<file path="config.mk">
export PLATFORM = sky130hd
export DESIGN_NAME = conv_window_seq
export DESIGN_NICKNAME = d
export VERILOG_FILES = /design/src/rtl/conv_window_seq_pkg.sv /design/src/rtl/conv_window_seq_wrap_counter.sv /design/src/rtl/conv_window_seq.sv
export SDC_FILE = /design/constraint.sdc
export NUM_CORES = 1
export LEC_CHECK = 0
export CAP_MARGIN = 40
export CORE_MARGIN = 3
export CORE_UTILIZATION = 55
export CTS_CLUSTER_DIAMETER = 120
export DETAILED_ROUTE_END_ITERATION = 10
export GPL_TIMING_DRIVEN = 1
export HOLD_SLACK_MARGIN = 0.03
export PLACE_DENSITY = 0.9
export SYNTH_ARGS = -nofsm -noshare
export SYNTH_HDL_FRONTEND = slang
export SYNTH_SLANG_ARGS = --single-unit
</file>
<file path="constraint.sdc">
create_clock -name clk -period 3.99 [get_ports clk]
set_input_delay 0.798 -clock clk [delete_from_list [all_inputs] [get_ports clk]]
set_output_delay 0.798 -clock clk [all_outputs]
set_load 0.02 [all_outputs]
</file>
<file path="src/rtl/conv_window_seq_pkg.sv">
// Shared types and default widths for the convolution window sequencer.
package conv_pkg;
   localparam int AW_DEF = 4;
   localparam int NW_DEF = 3;

   typedef enum logic [1:0] {
      UNCFG   = 2'd0,
      RUN     = 2'd1,
      ROW_END = 2'd2
   } state_t;
endpackage

</file>
<file path="src/rtl/conv_window_seq_wrap_counter.sv">
// Modulo counter: counts 0..max on inc, wraps to 0, clr takes priority.
module wrap_counter #(
   parameter int WIDTH = 4
) (
   input  logic             clk,
   input  logic             rst,
   input  logic             inc,
   input  logic             clr,
   input  logic [WIDTH-1:0] max,
   output logic [WIDTH-1:0] count,
   output logic             wrap
);
   logic [WIDTH-1:0] count_r;

   assign wrap  = inc && (count_r == max);
   assign count = count_r;

   // count register with synchronous clear and wrap at max
   always_ff @(posedge clk or negedge rst) begin
      if (!rst) begin
         count_r <= '0;
      end else if (clr) begin
         count_r <= '0;
      end else if (inc) begin
         count_r <= wrap ? '0 : count_r + WIDTH'(1);
      end else begin
         count_r <= count_r;
      end
   end
endmodule

</file>
<file path="src/rtl/conv_window_seq.sv">
// Sliding-window address sequencer for a 1-D convolution over one ifmap row.
// Optional debug window counter enabled by CONV_WINDOW_SEQ_DBG_CNT_EN.
module conv_window_seq
   import conv_pkg::*;
#(
   parameter int AW = AW_DEF,
   parameter int NW = NW_DEF
) (
   input  logic             clk,
   input  logic             rst,
   input  logic             ld_fileSize,
   input  logic             ld_stride,
   input  logic [AW-1:0]    filter_size_in,
   input  logic [AW-1:0]    row_len_in,
   input  logic [NW-1:0]    num_filters_in,
   input  logic [AW-1:0]    stride_in,
   input  logic             put,
   input  logic             next_filter,
   input  logic             next_row,
   output logic [AW-1:0]    if_raddr,
   output logic [AW+NW-1:0] f_raddr,
   output logic             co_filter,
   output logic             end_of_row,
`ifdef CONV_WINDOW_SEQ_DBG_CNT_EN
   output logic [15:0]      dbg_win_cnt,
`endif
   output logic             end_of_filter
);
   state_t           state_r;
   logic [AW-1:0]    k_cfg_r;
   logic [AW-1:0]    w_cfg_r;
   logic [AW-1:0]    s_cfg_r;
   logic [NW-1:0]    n_cfg_r;
   logic [AW-1:0]    base_r;
   logic             size_seen_r;
   logic             stride_seen_r;

   logic [AW-1:0]    tap_s;
   logic [NW-1:0]    filt_s;
   logic             tap_wrap_s;
   logic             filt_wrap_s;
   logic             any_ld_s;
   logic             run_s;
   logic             row_end_s;
   logic             too_big_s;
   logic             advance_s;
   logic             tap_inc_s;
   logic             tap_clr_s;
   logic             filt_inc_s;
   logic             filt_clr_s;
   logic             both_cfg_s;
   logic [AW:0]      next_end_s;
   logic             fits_s;
   logic [AW+NW-1:0] f_base_s;

   assign any_ld_s   = ld_fileSize | ld_stride;
   assign run_s      = (state_r == RUN);
   assign row_end_s  = (state_r == ROW_END);
   assign too_big_s  = (k_cfg_r > w_cfg_r);
   assign advance_s  = row_end_s && (next_filter || next_row);
   assign both_cfg_s = (ld_fileSize || size_seen_r) && (ld_stride || stride_seen_r);

   // A window that cannot fit the row never accepts taps; the FSM closes the row instead.
   assign tap_inc_s  = run_s && put && !too_big_s;
   assign tap_clr_s  = any_ld_s || advance_s;
   assign filt_inc_s = row_end_s && next_filter && !next_row;
   assign filt_clr_s = any_ld_s || (row_end_s && next_row);

   wrap_counter #(.WIDTH(AW)) u_tap (
      .clk   (clk),
      .rst   (rst),
      .inc   (tap_inc_s),
      .clr   (tap_clr_s),
      .max   (k_cfg_r - AW'(1)),
      .count (tap_s),
      .wrap  (tap_wrap_s)
   );

   wrap_counter #(.WIDTH(NW)) u_filt (
      .clk   (clk),
      .rst   (rst),
      .inc   (filt_inc_s),
      .clr   (filt_clr_s),
      .max   (n_cfg_r - NW'(1)),
      .count (filt_s),
      .wrap  (filt_wrap_s)
   );

   // b stays within W-K, so b+S+K fits in AW+1 bits without wrapping
   assign next_end_s = {1'b0, base_r} + {1'b0, s_cfg_r} + {1'b0, k_cfg_r};
   assign fits_s     = (next_end_s <= {1'b0, w_cfg_r});
   assign f_base_s   = AW'(filt_s) * (AW+NW)'(k_cfg_r);

   assign if_raddr      = base_r + tap_s;
   assign f_raddr       = f_base_s + (AW+NW)'(tap_s);
   assign co_filter     = tap_wrap_s;
   assign end_of_row    = row_end_s;
   assign end_of_filter = row_end_s && (filt_s == (n_cfg_r - NW'(1)));

   // configuration latches, window base and sequencing FSM
   always_ff @(posedge clk or negedge rst) begin
      if (!rst) begin
         state_r       <= UNCFG;
         k_cfg_r       <= '0;
         w_cfg_r       <= '0;
         s_cfg_r       <= '0;
         n_cfg_r       <= '0;
         base_r        <= '0;
         size_seen_r   <= 1'b0;
         stride_seen_r <= 1'b0;
      end else begin
         if (ld_fileSize) begin
            k_cfg_r     <= (filter_size_in == '0) ? AW'(1) : filter_size_in;
            w_cfg_r     <= row_len_in;
            n_cfg_r     <= (num_filters_in == '0) ? NW'(1) : num_filters_in;
            size_seen_r <= 1'b1;
         end else begin
            size_seen_r <= size_seen_r;
         end
         if (ld_stride) begin
            s_cfg_r       <= (stride_in == '0) ? AW'(1) : stride_in;
            stride_seen_r <= 1'b1;
         end else begin
            stride_seen_r <= stride_seen_r;
         end

         if (any_ld_s) begin
            base_r <= '0;
            if ((state_r != UNCFG) || both_cfg_s) begin
               state_r <= RUN;
            end else begin
               state_r <= UNCFG;
            end
         end else begin
            case (state_r)
               UNCFG: begin
                  state_r <= UNCFG;
               end
               RUN: begin
                  if (too_big_s) begin
                     state_r <= ROW_END;
                  end else if (tap_wrap_s) begin
                     if (fits_s) begin
                        base_r <= base_r + s_cfg_r;
                     end else begin
                        state_r <= ROW_END;
                     end
                  end else begin
                     state_r <= RUN;
                  end
               end
               ROW_END: begin
                  if (next_filter || next_row) begin
                     state_r <= RUN;
                     base_r  <= '0;
                  end else begin
                     state_r <= ROW_END;
                  end
               end
               default: begin
                  state_r <= UNCFG;
                  base_r  <= '0;
               end
            endcase
         end
      end
   end

`ifdef CONV_WINDOW_SEQ_DBG_CNT_EN
   logic [15:0] dbg_cnt_r;

   assign dbg_win_cnt = dbg_cnt_r;

   // saturating count of completed windows, restarted by any reconfiguration
   always_ff @(posedge clk or negedge rst) begin
      if (!rst) begin
         dbg_cnt_r <= 16'h0000;
      end else if (any_ld_s) begin
         dbg_cnt_r <= 16'h0000;
      end else if (co_filter && (dbg_cnt_r != 16'hFFFF)) begin
         dbg_cnt_r <= dbg_cnt_r + 16'h0001;
      end else begin
         dbg_cnt_r <= dbg_cnt_r;
      end
   end
`endif

endmodule

</file>
==> results of run 1 <==
-- cells by family after synthesis --
| kind of cell | share of synthesized area [%] |
|---|---|
| and+or+nand+nor | 14.4 |
| AOI/OAI and AO/OA | 12.7 |
| adders and majority gates | 26.9 |
| buffers and inverters | 5.11 |
| DFF | 29.8 |
| xor gates and xnor gates | 7.64 |
| muxes | 3.47 |
-- repair_timing --
item | in CTS | in global routing
cloned | 0 | 0
gates resized for setup | 5 | 15
pin swaps | 0 | 2
setup endpoints to repair | 3 | 4
setup buffers | 0 | 0
-- layout make-up --
class                      count  area (sq um)
timing repair buffer          46           425
clock buffer                   7          86.3
inverter                      30           113
tap                           52          65.1
sequential                    30           751
clock inverter                 1          5.00
multi-input combinational    199          1650
fill                         325          1290
-- layer usage --
metal	share of wire [%]	vias to the layer above	global-route usage [%]	routed length [microns]
met1	42	939	29.1	2390
met3	4.0	21	5.06	223
li1	-	996	-	-
met5	0	-	0	0
met2	50	62	38.4	2790
met4	4.1	0	11.9	229
-- through the flow --
step                      worst slack (ns)  instances  cell area, sq um  setup TNS, ns  hold WS [ns]
after floorplan                      0.459        263              2520              0         0.423
after global placement              0.0416        357              3000              0         0.435
after detailed placement           -0.0850        357              3000        -0.0850         0.439
after CTS                           -0.102        365              3090         -0.102         0.453
after global routing               -0.0913        365              3100        -0.0913         0.476
final                               0.0611        365              3100              0         0.447
-- registers in the layout, indices dropped and copies added (netlist names) --
name and flops:
u_filt.count 3, stride_seen_r 1, w_cfg_r 4, state_r 2, s_cfg_r 4, n_cfg_r 3
u_tap.count 4, k_cfg_r 4, size_seen_r 1, base_r 4
-- worst max path at each step --
stage / cells past startpoint / to / startpoint / slack (ns)
after floorplan: 10 / f_raddr[6] / k_cfg_r[0]$_DFFE_PN0P_ / 0.46
after global placement: 11 / f_raddr[6] / k_cfg_r[1]$_DFFE_PN0P_ / 0.04
after detailed placement: 11 / f_raddr[6] / k_cfg_r[1]$_DFFE_PN0P_ / -0.09
after CTS: 11 / f_raddr[6] / u_filt.count[2]$_DFFE_PN0P_ / -0.10
after global routing: 11 / f_raddr[6] / k_cfg_r[2]$_DFFE_PN0P_ / -0.09
final: 11 / f_raddr[6] / k_cfg_r[2]$_DFFE_PN0P_ / 0.06
-- cells in the final DEF (no fill, tap or decap), types with 6 or more instances in the layout --
cell and instances:
fa_1 12, clkbuf_8 6, ha_1 35, xnor2_1 15, inv_1 30, o21ai_0 15
nand3_1 8, mux2_2 6, a21o_1 8, dfrtp_1 30, xor2_1 7, buf_4 13
a21oi_1 12, clkdlybuf4s50_1 31, nand2_1 25, and2_1 7, nor2_1 11
-- power groups by stage --
stage / registers (uW) / clock network (uW) / logic [uW]
detailed placement: 343 / 0 / 257
floorplan: 344 / 0 / 170
global placement: 342 / 0 / 239
CTS: 338 / 261 / 261
global route: 340 / 274 / 297
finish: 339 / 254 / 263
==> impl_metrics.yaml, run 1 <==
run_status:
  outcome: "complete, no violations"
cts:
  clkTransAtPathRegs_ns: 0.06
  htree_levels: 2
  root_buffer: "clkbuf_8"
  cts_buffer_depth: 2
  numCtsBuffers: 5
  cts.sinks: 30
  cts_tree: "built"
  clock_latency_ns: 0.29
  cts_hold_buf: 0
cells_and_area:
  antenna_cells: 0
  fin_nets: 381
  drive_gt1_share_pct: 11.5
  fin_util_pct: 70.6
  syn2layout_area_growth_pct: 22.8
global_route:
  grt_pass1_vias: 2036
  grt_pass1_wl_microns: 9560
  grt_antenna_before_repair: 0
  grt_max_degree: 31
  grt-ovfl-total: 0
  grt_use_total_pct: 23.5
timing:
  min_period_ns: 3.93
  worst_slew_pin_slew_ns: 0.618
  finClkSkew_ns: 0.00889
  period_share_pct: 98.5
  fmaxAchievable_ghz: 0.255
  setup_viol: 0
  slew_viol_final: 0
  final_hold_viol_count: 0
  relSlewSlack_pct: 58.5
synthesis:
  synth_top_area_share_pct: 29.8
  synth.area.top_cells: "dfrtp_1 30%, ha_1 17%, fa_1 9.5%"
  ys_warn_count: 0
  async_flop_share_pct: 100
  syn_avg_cell_area_sq_um: 9.59
  yosys.area.top_type: "dfrtp_1"
  synthFlopType: "dfrtp_1"
  syn-instance-count: 263
  syn-num-nets: 332
  ys_top_cells_by_count: "35 x ha_1, 30 x dfrtp_1, 30 x inv_1"
  synth.distinct_cells: 39
  ys_seq_area_share_pct: 29.8
  post-synth-top-count-cell: "ha_1"
  synth_seq_cells: 30
  synth.cell_area_sq_um: 2520
  synth_edf_count: 0
power_and_ir_drop:
  power.density_nw_per_um2: 276
  intPower_uw: 585
  p_sw_uw: 270
  leakagePower_uw: 0.00154
  clock_power_share_pct: 29.7
  finalPower_uw: 855
  p_sw_share_pct: 31.6
  p_seq_share_pct: 39.6
  vdd_drop_max_uv: 224
  p_comb_share_pct: 30.7
floorplanning:
  die_x_microns: 73.7
  io_pins: 36
  die_area_sq_um: 5430
  start_util_pct: 57.5
  die_h_microns: 73.7
  rows: 24
  core_area_sq_um: 4380
job:
  max_cap_viol_count: 0
critical_path:
  r2r_cells: 13
  timing.rr.end: "base_r[0]$_DFFE_PN0P_"
  path_class: "register to primary output"
  rrSetupSlack_ns: 0.29
  critPathTopFamily: "adder cells"
  crit_path_max_fanout: 5
  end_kind: "primary output"
  slowest_delay_ns: 0.53
  crit_slowest_cell: "fa_1"
  crit_required_ns: 3.19
  worst-endpoint-arrival_ns: 3.13
  crit_buf_inv: 2
  crit_chain: "nand2_2 > fa_1 > fa_1 > inv_1 > ha_1 > a21o_1 > a21oi_2 > o21bai_1 > a21oi_1 > xnor2_1 > buf_4"
  crit_path_start_kind: "register"
  critical_path.most_common_cell: "fa_1"
  r2r_start: "k_cfg_r[1]$_DFFE_PN0P_"
drt:
  routed_wl_microns: 5630
  drc_errors: 0
  viasPerCell: 5.53
  drt_iter0_markers: 68
  via_count: 2018
  antenna_left: 0
  wl_per_cell_microns: 15.4
  dr.pass1.iters: 4
hold_path:
  hold_path.class: "register to register"
  hold-path-endpoint: "size_seen_r$_DFFE_PN0P_"
  hold_depth: 1
  hp-start: "size_seen_r$_DFFE_PN0P_"
place:
  dp_hpwl_microns: 4420
  gp_congestion: 0.880
  io_buffers: 35
(Power assumes the default switching activity.)
==> run 2: changes to the inputs <==
ABC_AREA = 1   (was unset)
CORE_UTILIZATION = 56   (was 55)
PLACE_DENSITY = 0.91   (was 0.9)
==> run 2 against run 1 <==
Die area is 4.1% higher. Largest power group unchanged. Cell count is 22% higher. First-iteration DRC count grew to 2.7 times the previous value. Clock skew is 0.0052 ns lower. Cell area is 4.9% higher. Via count is 17% higher. Wire length is 9.5% higher. Count of clock-buffer cells in the layout stayed put.
==> impl_metrics.yaml, run 2 <==
run_status:
  outcome: "complete, no violations"
timing:
  setup_tns_ns: 0
  min_period_ns: 3.78
  fmaxAchievable_ghz: 0.264
  relSlewSlack_pct: 48.8
  timing.hold.ws_ns: 0.459
  period_share_pct: 94.8
  finClkSkew_ns: 0.00366
  final_hold_viol_count: 0
  rsz0062_at_grt: "no"
  setup_viol: 0
  worst_slew_pin_slew_ns: 0.766
  slew_viol_final: 0
critical_path:
  crit_slowest_cell: "fa_1"
  crit_path_max_fanout: 4
  crit_chain: "buf_4 > nand2_1 > fa_1 > fa_1 > inv_1 > ha_1 > nand3_1 > nand2_1 > nand2_1 > nand2_1 > a21oi_2 > xnor2_1 > buf_4"
  r2r_start: "k_cfg_r[1]$_DFFE_PN0P_"
  critPathTopFamily: "adder cells"
  critical_path.most_common_cell: "nand2_1"
  crit_required_ns: 3.19
  timing.rr.end: "base_r[2]$_DFFE_PN0P_"
  end_kind: "primary output"
  crit_path_start_kind: "register"
  rrSetupSlack_ns: 0.84
  worstSetupPathDepth: 13
  worst-endpoint-arrival_ns: 2.98
  startpoint: "k_cfg_r[1]$_DFFE_PN0P_"
  path_class: "register to primary output"
  crit_end: "f_raddr[6]"
  slowest_delay_ns: 0.52
  r2r_cells: 18
  crit_buf_inv: 3
synthesis:
  synth.distinct_cells: 27
  synth_edf_count: 0
  syn-num-nets: 415
  synth_top_area_share_pct: 28.0
  synth.area.top_cells: "dfrtp_1 28%, ha_1 16%, nand2_1 15%"
  syn-instance-count: 346
  ys_seq_area_share_pct: 28.0
  synth.cell_area_sq_um: 2680
  ys_warn_count: 0
  syn_avg_cell_area_sq_um: 7.75
  yosys.area.top_type: "dfrtp_1"
  synthFlopType: "dfrtp_1"
  post-synth-top-count-cell: "nand2_1"
  synth_seq_cells: 30
  ys_top_cells_by_count: "107 x nand2_1, 50 x inv_1, 35 x ha_1"
  async_flop_share_pct: 100
floorplanning:
  die_h_microns: 75.2
  die_x_microns: 75.2
  start_util_pct: 60.0
  die_area_sq_um: 5660
  core_area_sq_um: 4470
  rows: 24
  io_pins: 36
global_route:
  grt_pass1_wl_microns: 10500
  grt_pass1_vias: 2471
  grt_use_total_pct: 24.9
  grt_max_degree: 31
  grt_antenna_before_repair: 0
  grt-ovfl-total: 0
cts:
  cts_tree: "built"
  clock_latency_ns: 0.29
  clkTransAtPathRegs_ns: 0.06
  root_buffer: "clkbuf_8"
  cts.sinks: 30
  htree_levels: 2
  cts_buffer_depth: 2
  numCtsBuffers: 5
cells_and_area:
  final_cell_mix: "107 x nand2_1, 50 x inv_1, 34 x ha_1, 30 x dfrtp_1, 30 x clkdlybuf4s50_1"
  final_common_cell: "nand2_1"
  drive_gt1_share_pct: 10.9
  num-fill-cells: 325
  syn2layout_area_growth_pct: 21.1
  antenna_cells: 0
  fin_nets: 462
drt:
  viasPerCell: 5.30
  routed_wl_microns: 6170
  drt_iter0_markers: 184
  wl_per_cell_microns: 13.8
  dr.pass1.iters: 4
  drc_errors: 0
  via_count: 2364
  antenna_left: 0
power_and_ir_drop:
  intPower_uw: 576
  p_sw_uw: 301
  p_sw_share_pct: 34.3
  finalPower_uw: 878
  clock_power_share_pct: 29.0
  vdd_drop_max_uv: 239
  power.density_nw_per_um2: 270
  p_seq_share_pct: 38.3
  leakagePower_uw: 0.00180
  p_comb_share_pct: 32.6
hold_path:
  hold_path.class: "register to register"
place:
  io_buffers: 35
  dp_hpwl_microns: 4860
  gp_congestion: 0.828
job:
  max_cap_viol_count: 0
==> run 2: layout make-up <==
type,instances,area [sq um],area share [%]
sequential,30,751,23.1
inverter,57,214,6.58
clock inverter,1,5.00,0.154
timing repair buffer,44,410,12.6
tap,52,65.1,2.00
multi-input combinational,255,1720,52.9
clock buffer,7,86.3,2.66
==> run 2: kinds of logic (layout without fill, tap and decap cells) <==
group / after synthesis / count (layout) / synth area share (%)
xor+xnor: 16 / 16 / 5.22
buf+inv: 61 / 109 / 8.58
flops: 30 / 30 / 28.0
simple gates: 162 / 162 / 27.0
compound gates: 30 / 30 / 5.92
fa+ha+maj: 47 / 47 / 25.3
==> run 2: power by group through the flow <==
stage	combinational, uW	sequential, uW	clock [uW]
after CTS	287	336	257
after floorplan	190	342	0
after global placement	267	341	0
after detailed placement	283	342	0
after global routing	324	338	275
final	286	336	255
==> run 2: per-stage QoR <==
step	cells	util, %	setup slack [ns]	area (sq um)
floorplan	346	-	0.487	2680
global placement	437	70.2	0.143	3140
detailed placement	437	70.2	-0.0455	3140
CTS	445	72.2	-0.0474	3230
global route	446	72.6	0.0159	3250
finish	446	72.6	0.208	3250
==> run 2: what timing repair did <==
| item | in CTS | in global routing |
|---|---|---|
| pin swaps | 0 | 0 |
| setup endpoints to repair | 4 | 3 |
| buffers inserted | 0 | 1 |
| gates cloned | 0 | 0 |
| hold buffers | 0 | 0 |
| gates resized for setup | 5 | 8 |
==> run 2: routing by layer <==
metal	up-vias	global-route usage (%)	part of all wire (%)
li1	1184	-	-
met1	1099	29.6	41
met2	64	44.0	52
met3	17	4.54	4.0
met5	-	0	0
met4	0	10.7	2.7
==> run 2: worst register-to-register path: cells and delay by family (launching register included) <==
family | cells | cell delay, ns
xor+xnor | 1 | 0.17
fa+ha+maj | 4 | 1.45
buf+inv | 4 | 0.36
flops | 1 | 0.35
simple gates | 9 | 0.69
==> run 2: worst min-delay path by stage <==
stage,slack [ns],to,cells past startpoint,start
6_report,0.46,stride_seen_r$_DFFE_PN0P_,1,stride_seen_r$_DFFE_PN0P_
5_1_grt,0.49,size_seen_r$_DFFE_PN0P_,1,size_seen_r$_DFFE_PN0P_
4_1_cts,0.46,stride_seen_r$_DFFE_PN0P_,1,stride_seen_r$_DFFE_PN0P_
3_5_place_dp,0.43,stride_seen_r$_DFFE_PN0P_,1,stride_seen_r$_DFFE_PN0P_
3_3_place_gp,0.43,size_seen_r$_DFFE_PN0P_,1,size_seen_r$_DFFE_PN0P_
2_1_floorplan,0.42,size_seen_r$_DFFE_PN0P_,1,size_seen_r$_DFFE_PN0P_
